==> src/rtl/array_ctrl_pkg.sv <==
// Shared sizing and FSM encoding for the two-port RAM array controller.
package array_ctrl_pkg;
    localparam int ADDR_W = 12;
    localparam int DATA_W = 137;
    localparam int DEPTH  = 4096;

    typedef enum logic {
        INIT = 1'b0,
        RUN  = 1'b1
    } state_t;
endpackage

==> src/rtl/array_19_ctrl_rr_arb2.sv <==
// Two-way round-robin arbiter: combinational grant, registered last-grant pointer.
module rr_arb2 (
    input  logic       clock,
    input  logic       reset_n,
    input  logic       i_en,
    input  logic [1:0] i_valid,
    output logic [1:0] o_grant
);
    logic r_last;

    always_comb begin
        o_grant = 2'b00;
        if (i_en) begin
            if (i_valid == 2'b11)
                o_grant = r_last ? 2'b01 : 2'b10;
            else
                o_grant = i_valid;
        end
    end

    // Pointer resets to 1 so requester 0 wins the first contention.
    always_ff @(posedge clock or negedge reset_n) begin
        if (!reset_n)
            r_last <= 1'b1;
        else if (|o_grant)
            r_last <= o_grant[1];
    end
endmodule

==> src/rtl/array_19_ctrl.sv <==
// RAM front-end: zero-fills the external RAM after reset, then arbitrates two
// requesters onto the single RAM port with one-cycle read responses.
module array_19_ctrl #(
    parameter int ADDR_W = array_ctrl_pkg::ADDR_W,
    parameter int DATA_W = array_ctrl_pkg::DATA_W,
    parameter int DEPTH  = array_ctrl_pkg::DEPTH
) (
    input  logic              clock,
    input  logic              reset_n,
    input  logic              req0_valid,
    output logic              req0_ready,
    input  logic              req0_write,
    input  logic [ADDR_W-1:0] req0_addr,
    input  logic [DATA_W-1:0] req0_wdata,
    input  logic              req1_valid,
    output logic              req1_ready,
    input  logic              req1_write,
    input  logic [ADDR_W-1:0] req1_addr,
    input  logic [DATA_W-1:0] req1_wdata,
    output logic              resp0_valid,
    output logic              resp1_valid,
    output logic [DATA_W-1:0] resp_rdata,
    output logic              init_done,
    output logic [ADDR_W-1:0] ram_addr,
    output logic              ram_en,
    output logic              ram_wmode,
    output logic [DATA_W-1:0] ram_wdata,
    input  logic [DATA_W-1:0] ram_rdata
);
    import array_ctrl_pkg::*;

    localparam logic [ADDR_W:0] LAST_ADDR = (ADDR_W+1)'(DEPTH - 1);

    state_t            r_state;
    logic [ADDR_W:0]   r_init_cnt;
    logic              r_init_done;
    logic [1:0]        r_resp_vld;
    logic [1:0]        w_grant;
    logic              w_run;

    assign w_run = (r_state == RUN);

    rr_arb2 u_arb (
        .clock   (clock),
        .reset_n (reset_n),
        .i_en    (w_run),
        .i_valid ({req1_valid, req0_valid}),
        .o_grant (w_grant)
    );

    assign req0_ready  = w_grant[0];
    assign req1_ready  = w_grant[1];
    assign resp0_valid = r_resp_vld[0];
    assign resp1_valid = r_resp_vld[1];
    assign resp_rdata  = ram_rdata;
    assign init_done   = r_init_done;

    always_ff @(posedge clock or negedge reset_n) begin
        if (!reset_n) begin
            r_state     <= INIT;
            r_init_cnt  <= '0;
            r_init_done <= 1'b0;
            r_resp_vld  <= 2'b00;
        end else begin
            case (r_state)
                INIT: begin
                    r_init_cnt <= r_init_cnt + 1'b1;
                    if (r_init_cnt == LAST_ADDR) begin
                        r_state     <= RUN;
                        r_init_done <= 1'b1;
                    end
                end
                default: ;
            endcase
            // Grant is only ever raised in RUN, so INIT yields no responses.
            r_resp_vld <= w_grant & ~{req1_write, req0_write};
        end
    end

    // RAM port is driven combinationally so accepted requests see no extra latency.
    always_comb begin
        ram_en    = 1'b0;
        ram_wmode = 1'b0;
        ram_addr  = r_init_cnt[ADDR_W-1:0];
        ram_wdata = '0;
        if (r_state == INIT) begin
            ram_en    = reset_n;
            ram_wmode = 1'b1;
        end else if (w_grant[0]) begin
            ram_en    = 1'b1;
            ram_wmode = req0_write;
            ram_addr  = req0_addr;
            ram_wdata = req0_wdata;
        end else if (w_grant[1]) begin
            ram_en    = 1'b1;
            ram_wmode = req1_write;
            ram_addr  = req1_addr;
            ram_wdata = req1_wdata;
        end
    end
endmodule

==> config.mk <==
export PLATFORM = sky130hd
export DESIGN_NAME = array_19_ctrl
export DESIGN_NICKNAME = d
export VERILOG_FILES = /design/src/rtl/array_ctrl_pkg.sv /design/src/rtl/array_19_ctrl_rr_arb2.sv /design/src/rtl/array_19_ctrl.sv
export SDC_FILE = /design/constraint.sdc
export NUM_CORES = 1
export LEC_CHECK = 0
export ABC_CLOCK_PERIOD_IN_PS = 2400
export CAP_MARGIN = 5
export CORE_AREA = 2 2 290 292
export CTS_CLUSTER_SIZE = 12
export DETAILED_ROUTE_END_ITERATION = 8
export DIE_AREA = 0 0 292 294
export PLACE_DENSITY_LB_ADDON = 0.25
export SKIP_LAST_GASP = 1
export SYNTH_ARGS = -nofsm -noshare
export SYNTH_HDL_FRONTEND = slang
export SYNTH_HIERARCHICAL = 1
export SYNTH_SLANG_ARGS = --single-unit
==> constraint.sdc <==
create_clock -name clock -period 2.4 [get_ports clock]
set_clock_uncertainty 0.2 [all_clocks]
set_input_delay 0.48 -clock clock [delete_from_list [all_inputs] [get_ports clock]]
set_output_delay 0.48 -clock clock [all_outputs]
set_load 0.1 [all_outputs]
==> run_results.csv <==
group,metric,value,unit
yosys,async_flop_share,100,%
sta,fin_crit_sh,117,%
sta,setup_violations,151,
clock_network,htreeDepth,1,
yosys,synth_top_area_share,23.7,%
drt,drc_errors,0,
floorplan,initial_core_util,5.26,%
pwr,power_per_cell_area,92.6,nW/um^2
clock_network,clkSlewWorstSetupHoldPaths,0.05,ns
grt,grt.busiest_layer,"met2",
yosys,synth_seq_cells,18,
placement,dp_slack,-0.771,ns
floorplan,die_area,85800,um^2
grt,grt_pass1_wl,49100,um
critical_path,crit_path_start_kind,"flop",
floorplan,boundaryPins,734,
yosys,synth_cells,560,
pwr,internal-power,0.994,mW
sta,layout_min_cycle_time,2.81,ns
drt,vias,5714,
job,max_cap_violations,0,
floorplan,die_h,294,um
sta,slew_headroom,65.2,%
sta,fin_ws,-0.413,ns
critical_path,path_class,"flop to primary output",
drt,drt_iter0_drc,114,
yosys,synth_compound_area_share,31.9,%
clock_network,ctsRootBufferMaster,"clkbuf_16",
yosys,netlist_area,4360,um^2
clock_network,clk_path_buf_depth,2,
pwr,leakage,3.83,nW
critical_path,endpoint_kind,"primary output",
sta,holdWs,0.266,ns
pwr,finalPower,1.25,mW
yosys,yosys.area.top_type,"buf_4",
clock_network,cts_tree,"built",
placement,dpl.hpwl,28100,um
layout,seq_area,455,um^2
layout,layoutNonFillerInstCount,1999,
layout,fin_nets,1360,
placement,dp.cells,1950,
placement,io_buffer_count,459,
yosys,ys_seq_area_share,10.4,%
grt,antenna_found_initial,6,
placement,place_congestion,0.805,
pwr,switchingPower,0.259,mW
yosys,synth_nets,1002,
critical_path,required,1.72,ns
grt,met2_usage,15.2,%
sta,rsz0062_at_grt,"yes",
drt,vias_per_cell,2.86,
yosys,ys_types,33,
pwr,clock_power_share,29.7,%
sta,max_freq,0.356,GHz
pwr,swShare,20.6,%
grt,grt_overflow,0,
grt,track_usage,8.03,%
floorplan,die_x,292,um
grt,use_met3,3.17,%
drt,drtPass1Iterations,4,
drt,ant_nets,0,
run_status,status,"complete, but fails checks",
yosys,synth_top_family_by_area,"compound AO/OA/AOI/OAI gates",
floorplan,core-area,82900,um^2
pwr,comb_power_share,46.1,%
clock_network,cts_buffers,3,
critical_path,reg2reg_setup_slack,0.31,ns
layout,synthToLayoutAreaGrowth,210,%
yosys,synth_mux_area_share,0.258,%
yosys,synth_area_leaders,"buf_4 (24%), a22oi_1 (20%), nor2b_1 (20%)",
clock_network,clock_latency,0.25,ns
yosys,synth-xor-area-share,2.41,%
yosys,ys.flop_type,"dfrtp_1",
critical_path,cp.arrival,2.13,ns
hold_path,worst_hold_path_type,"flop to flop",
clock_network,cts_num_sinks,18,
pwr,power_frac_seq,24.3,%
yosys,yosys_warnings,6,
pwr,ir_drop,0.170,mV
layout,multi_input_area,4170,um^2
drt,wire_per_inst,18.7,um
grt,grt_max_degree,86,
layout,drive_gt1_share,55.9,%
yosys,synth-edff-count,0,
clock_network,hold_buffers,0,
layout,nFillCells,9147,
yosys,synthSimpleGateAreaFrac,23.2,%
sta,finalHoldViolCount,0,
yosys,syn_avg_cell_area,7.79,um^2
critical_path,worst-path-max-fanout,8,
grt,grt_pass1_vias,6211,
grt,gr-usage-met1,8.09,%
drt,routed_wl,37300,um
sta,finalMaxSlewViolations,0,
sta,worst_pin_slew,0.522,ns
yosys,synthAdderAreaFrac,0.287,%
run_status,violations,"negative setup slack",
floorplan,rows,106,
## state kept, by name, summed over array words and instances, names as in the netlist
register / count
u_arb/r_last: 1
r_init_cnt: 13
init_done: 1
r_resp_vld: 2
r_state: 1
## power by group through the flow
stage,combinational (mW),sequential (mW),clock [mW]
after detailed placement,0.560,0.309,0
after floorplan,1.09,0.309,0
after global routing,0.606,0.303,0.403
final,0.577,0.304,0.372
after global placement,0.560,0.309,0
after CTS,0.583,0.304,0.389
## critical path, stage by stage (launching register included)
cell and delay (ns):
dfstp_2 0.55, buf_4 0.12, a21oi_4 0.05, nor2b_4 0.13, buf_12 0.15, buf_16 0.15, buf_12 0.14, a22o_1 0.18
a22o_4 0.24, buf_12 0.17
## cells by family after synthesis
family / count (synthesis)
buffers and inverters: 193
AOI/OAI and AO/OA: 170
and+or+nand+nor: 165
DFF: 18
xor gates and xnor gates: 12
muxes: 1
adders and majority gates: 1
## final timing paths
path,start,cells past startpoint,end
max,u_arb/r_last,9,ram_addr[3]
min,r_init_cnt[12],1,r_init_cnt[12]
max reg2reg,r_state,6,r_init_cnt[8]
min reg2reg,r_init_cnt[12],1,r_init_cnt[12]
max in group asynchronous,reset_n,2,u_arb/r_last
min in group asynchronous,reset_n,2,r_resp_vld[1]
## layout make-up
type                            instances  share of cell area [%]
Timing Repair Buffer                  542                    55.0
Multi-Input combinational cell        349                    30.8
Tap cell                             1080                    10.0
Sequential cell                        18                    3.37
Clock buffer                            4                   0.657
Inverter                                4                   0.111
Antenna cell                            2                  0.0370
## cell usage after synthesis, types with 2 or more instances
cell type  count
nor3_1         3
a21oi_1        3
nand3_1        2
a22oi_2       20
xnor2_1        4
clkbuf_1      19
buf_2         18
nor4_1         4
nor2_1         4
nor2b_1      139
o21ai_0        2
a22oi_1      117
xor2_1         8
a21o_1         2
nand2_1        6
buf_6         13
a22o_1        24
inv_1          4
buf_4        138
dfrtp_1       17
## metrics by stage
stage               TNS (ns)  area (um^2)  util, %
CTS                   -55.79        13400     16.2
global placement      -99.74        12200     14.7
global route          -61.99        13500     16.3
floorplan             -92.85         5720        -
finish                -47.87        13500     16.3
detailed placement   -101.42        12200     14.7
## placed cells by master, fill, tap and decap left out, drive strengths merged
cell type	count
clkdlybuf4s50	301
inv	4
nor3	3
mux2	1
nand2	6
dfrtp	17
a21oi	4
nand2b	1
nor2	4
a22o	24
nand4b	1
o21ai	3
a22oi	137
bufbuf	2
nand4	1
a21o	2
nor4	4
and3	1
xnor2	4
buf	236
nor2b	140
xor2	8
nand3	3
ha	1
diode	2
nand3b	1
dfstp	1
clkbuf	7
## what timing repair did
action,in CTS,in global routing
pin swaps,9,12
hold endpoints to repair,0,0
buffers inserted,23,7
endpoints found under the setup margin,152,152
gates resized for setup,110,25
cloned,16,3
## layer usage
metal	vias to the layer above	share of wire, %
met1	2680	35
li1	2583	-
met2	401	53
met4	8	2.8
met3	42	9.1
met5	-	0.13
No activity file was read; power rests on OpenSTA's default activity.
==> edit (config.mk and constraints unchanged) <==
`DATA_W`: 137 -> 145.
--- a/src/rtl/array_ctrl_pkg.sv
+++ b/src/rtl/array_ctrl_pkg.sv
@@ -1,7 +1,7 @@
 // Shared sizing and FSM encoding for the two-port RAM array controller.
 package array_ctrl_pkg;
     localparam int ADDR_W = 12;
-    localparam int DATA_W = 137;
+    localparam int DATA_W = 145;
     localparam int DEPTH  = 4096;
 
     typedef enum logic {
Interface: changed (5 resized); port bits go from 734 to 774. The function was not compared with the original's and may differ.
==> edit against the original RTL <==
- the run still ends with negative setup slack left
- sequential cell count stayed put
- worst hold slack better by 0.00061 ns
- total power is 3.1% higher
- critical endpoint is now ram_wdata[47]
- global-route usage is 0.70 points lower
- design area is 4.9% higher
- synthesized area is 1.5% higher
- via count is 3.4% higher
- worst setup slack worse by 0.013 ns
- wire length is 7.7% lower
==> edit: results (changes against the original RTL) <==
| Metric | Value |
|---|---|
| DP Wirelength | 27,700 um (-1.4%) |
| Synth area leaders | buf_4 (26%), a22oi_1 (25%), nor2b_1 (21%), dfrtp_1 (9.6%), a22o_1 (4.7%) |
| Drt total wl | 34,400 um (-7.7%) |
| Wire per inst | 16.8 um (-9.7%) |
| Port bufs | 483 (+5.2%) |
| Critical Path Sink | ram_wdata[47] |
| Leak Pwr | 3.99 nW (+4.1%) |
| Synth top cells by count | buf_4 (151), nor2b_1 (147), a22oi_1 (145) |
| Outcome | finished, violations left |
| Vias in the first global route | 6,546 (+5.4%) |
| GPL Wtd Cong | 0.780 (-3.1%) |
| Nets@finish | 1,429 (+5.1%) |
| N_diodes | 0 (-2) |
| Largest net degree at the start of global routing | 85 (-1.2%) |
| Number of gates resized after cts | 106 (-3.6%) |
| Layout cells sized above 1 | 58.3% (+2.4 points) |
| Avg Cell Area, Syn | 7.56 um^2 (-3.0%) |
| Setup_tns | -49.84 ns (-1.97 ns) |
| First DRT Iteration DRCs | 151 (+32%) |
| Internal reg-to-reg setup slack | 0.27 ns (-0.04 ns) |
| Number of distinct library cells after synthesis | 32 (-3.0%) |
| Worst EP arrival | 2.15 ns (+0.02 ns) |
| Violated checks | negative setup slack |
| Worst setup margin | -0.426 ns (-0.0132 ns) |
| First-pass GRT wire length | 46,400 um (-5.6%) |
| Placed cell count | 1,997 (+2.4%) |
| Final setup violation count | 159 (+5.3%) |
-- edit: changes by cell type in the layout (fill, tap and decap cells not counted), moves of 9 or more --
cell	delta
buf_16	-10
clkdlybuf4s50_1	+16
buf_8	+9
buf_4	-10
a22oi_1	-18
a22oi_2	+26
buf_12	+15
-- edit: worst min-delay path by stage --
stage	from	endpoint	slack (ns)	cells after the start
3_3_place_gp	init_done	init_done	0.25	1
3_5_place_dp	r_init_cnt[12]	r_init_cnt[12]	0.26	1
6_report	r_init_cnt[12]	r_init_cnt[12]	0.27	1
4_1_cts	r_init_cnt[12]	r_init_cnt[12]	0.27	1
2_1_floorplan	reset_n	init_done	-0.02	0
5_1_grt	r_init_cnt[12]	r_init_cnt[12]	0.28	1
-- edit: area by class of cell --
cell class,count,area [um^2]
inverter,4,15.0
fill,9106,68700
sequential,18,455
multi-input combinational,365,4460
tap,1080,1350
clock buffer,4,88.8
timing repair buffer,571,7810
-- edit: logic make-up after synthesis --
kind of cell             count (synthesis)  synth area share (%)
buffers and inverters                  203                  32.3
adder cells (fa/ha/maj)                  1                 0.282
AND/OR/NAND/NOR                        173                  24.1
XOR/XNOR                                12                  2.37
AO/OA/AOI/OAI                          178                  30.5
multiplexers                             1                 0.254
flip-flops                              18                  10.2
-- edit: power by group through the flow --
stage                     registers [mW]  logic, mW  clock network [mW]
after floorplan                    0.309       1.15                   0
after global placement             0.309      0.581                   0
after detailed placement           0.309      0.583                   0
after CTS                          0.303      0.606               0.394
after global routing               0.303      0.641               0.402
final                              0.304      0.611               0.375
-- edit: layer usage --
layer | GRT usage, % | part of all wire (%)
met5 | 0 | 0.14
met4 | 2.64 | 3.6
met3 | 2.95 | 9.8
met2 | 14.4 | 55
met1 | 6.72 | 32
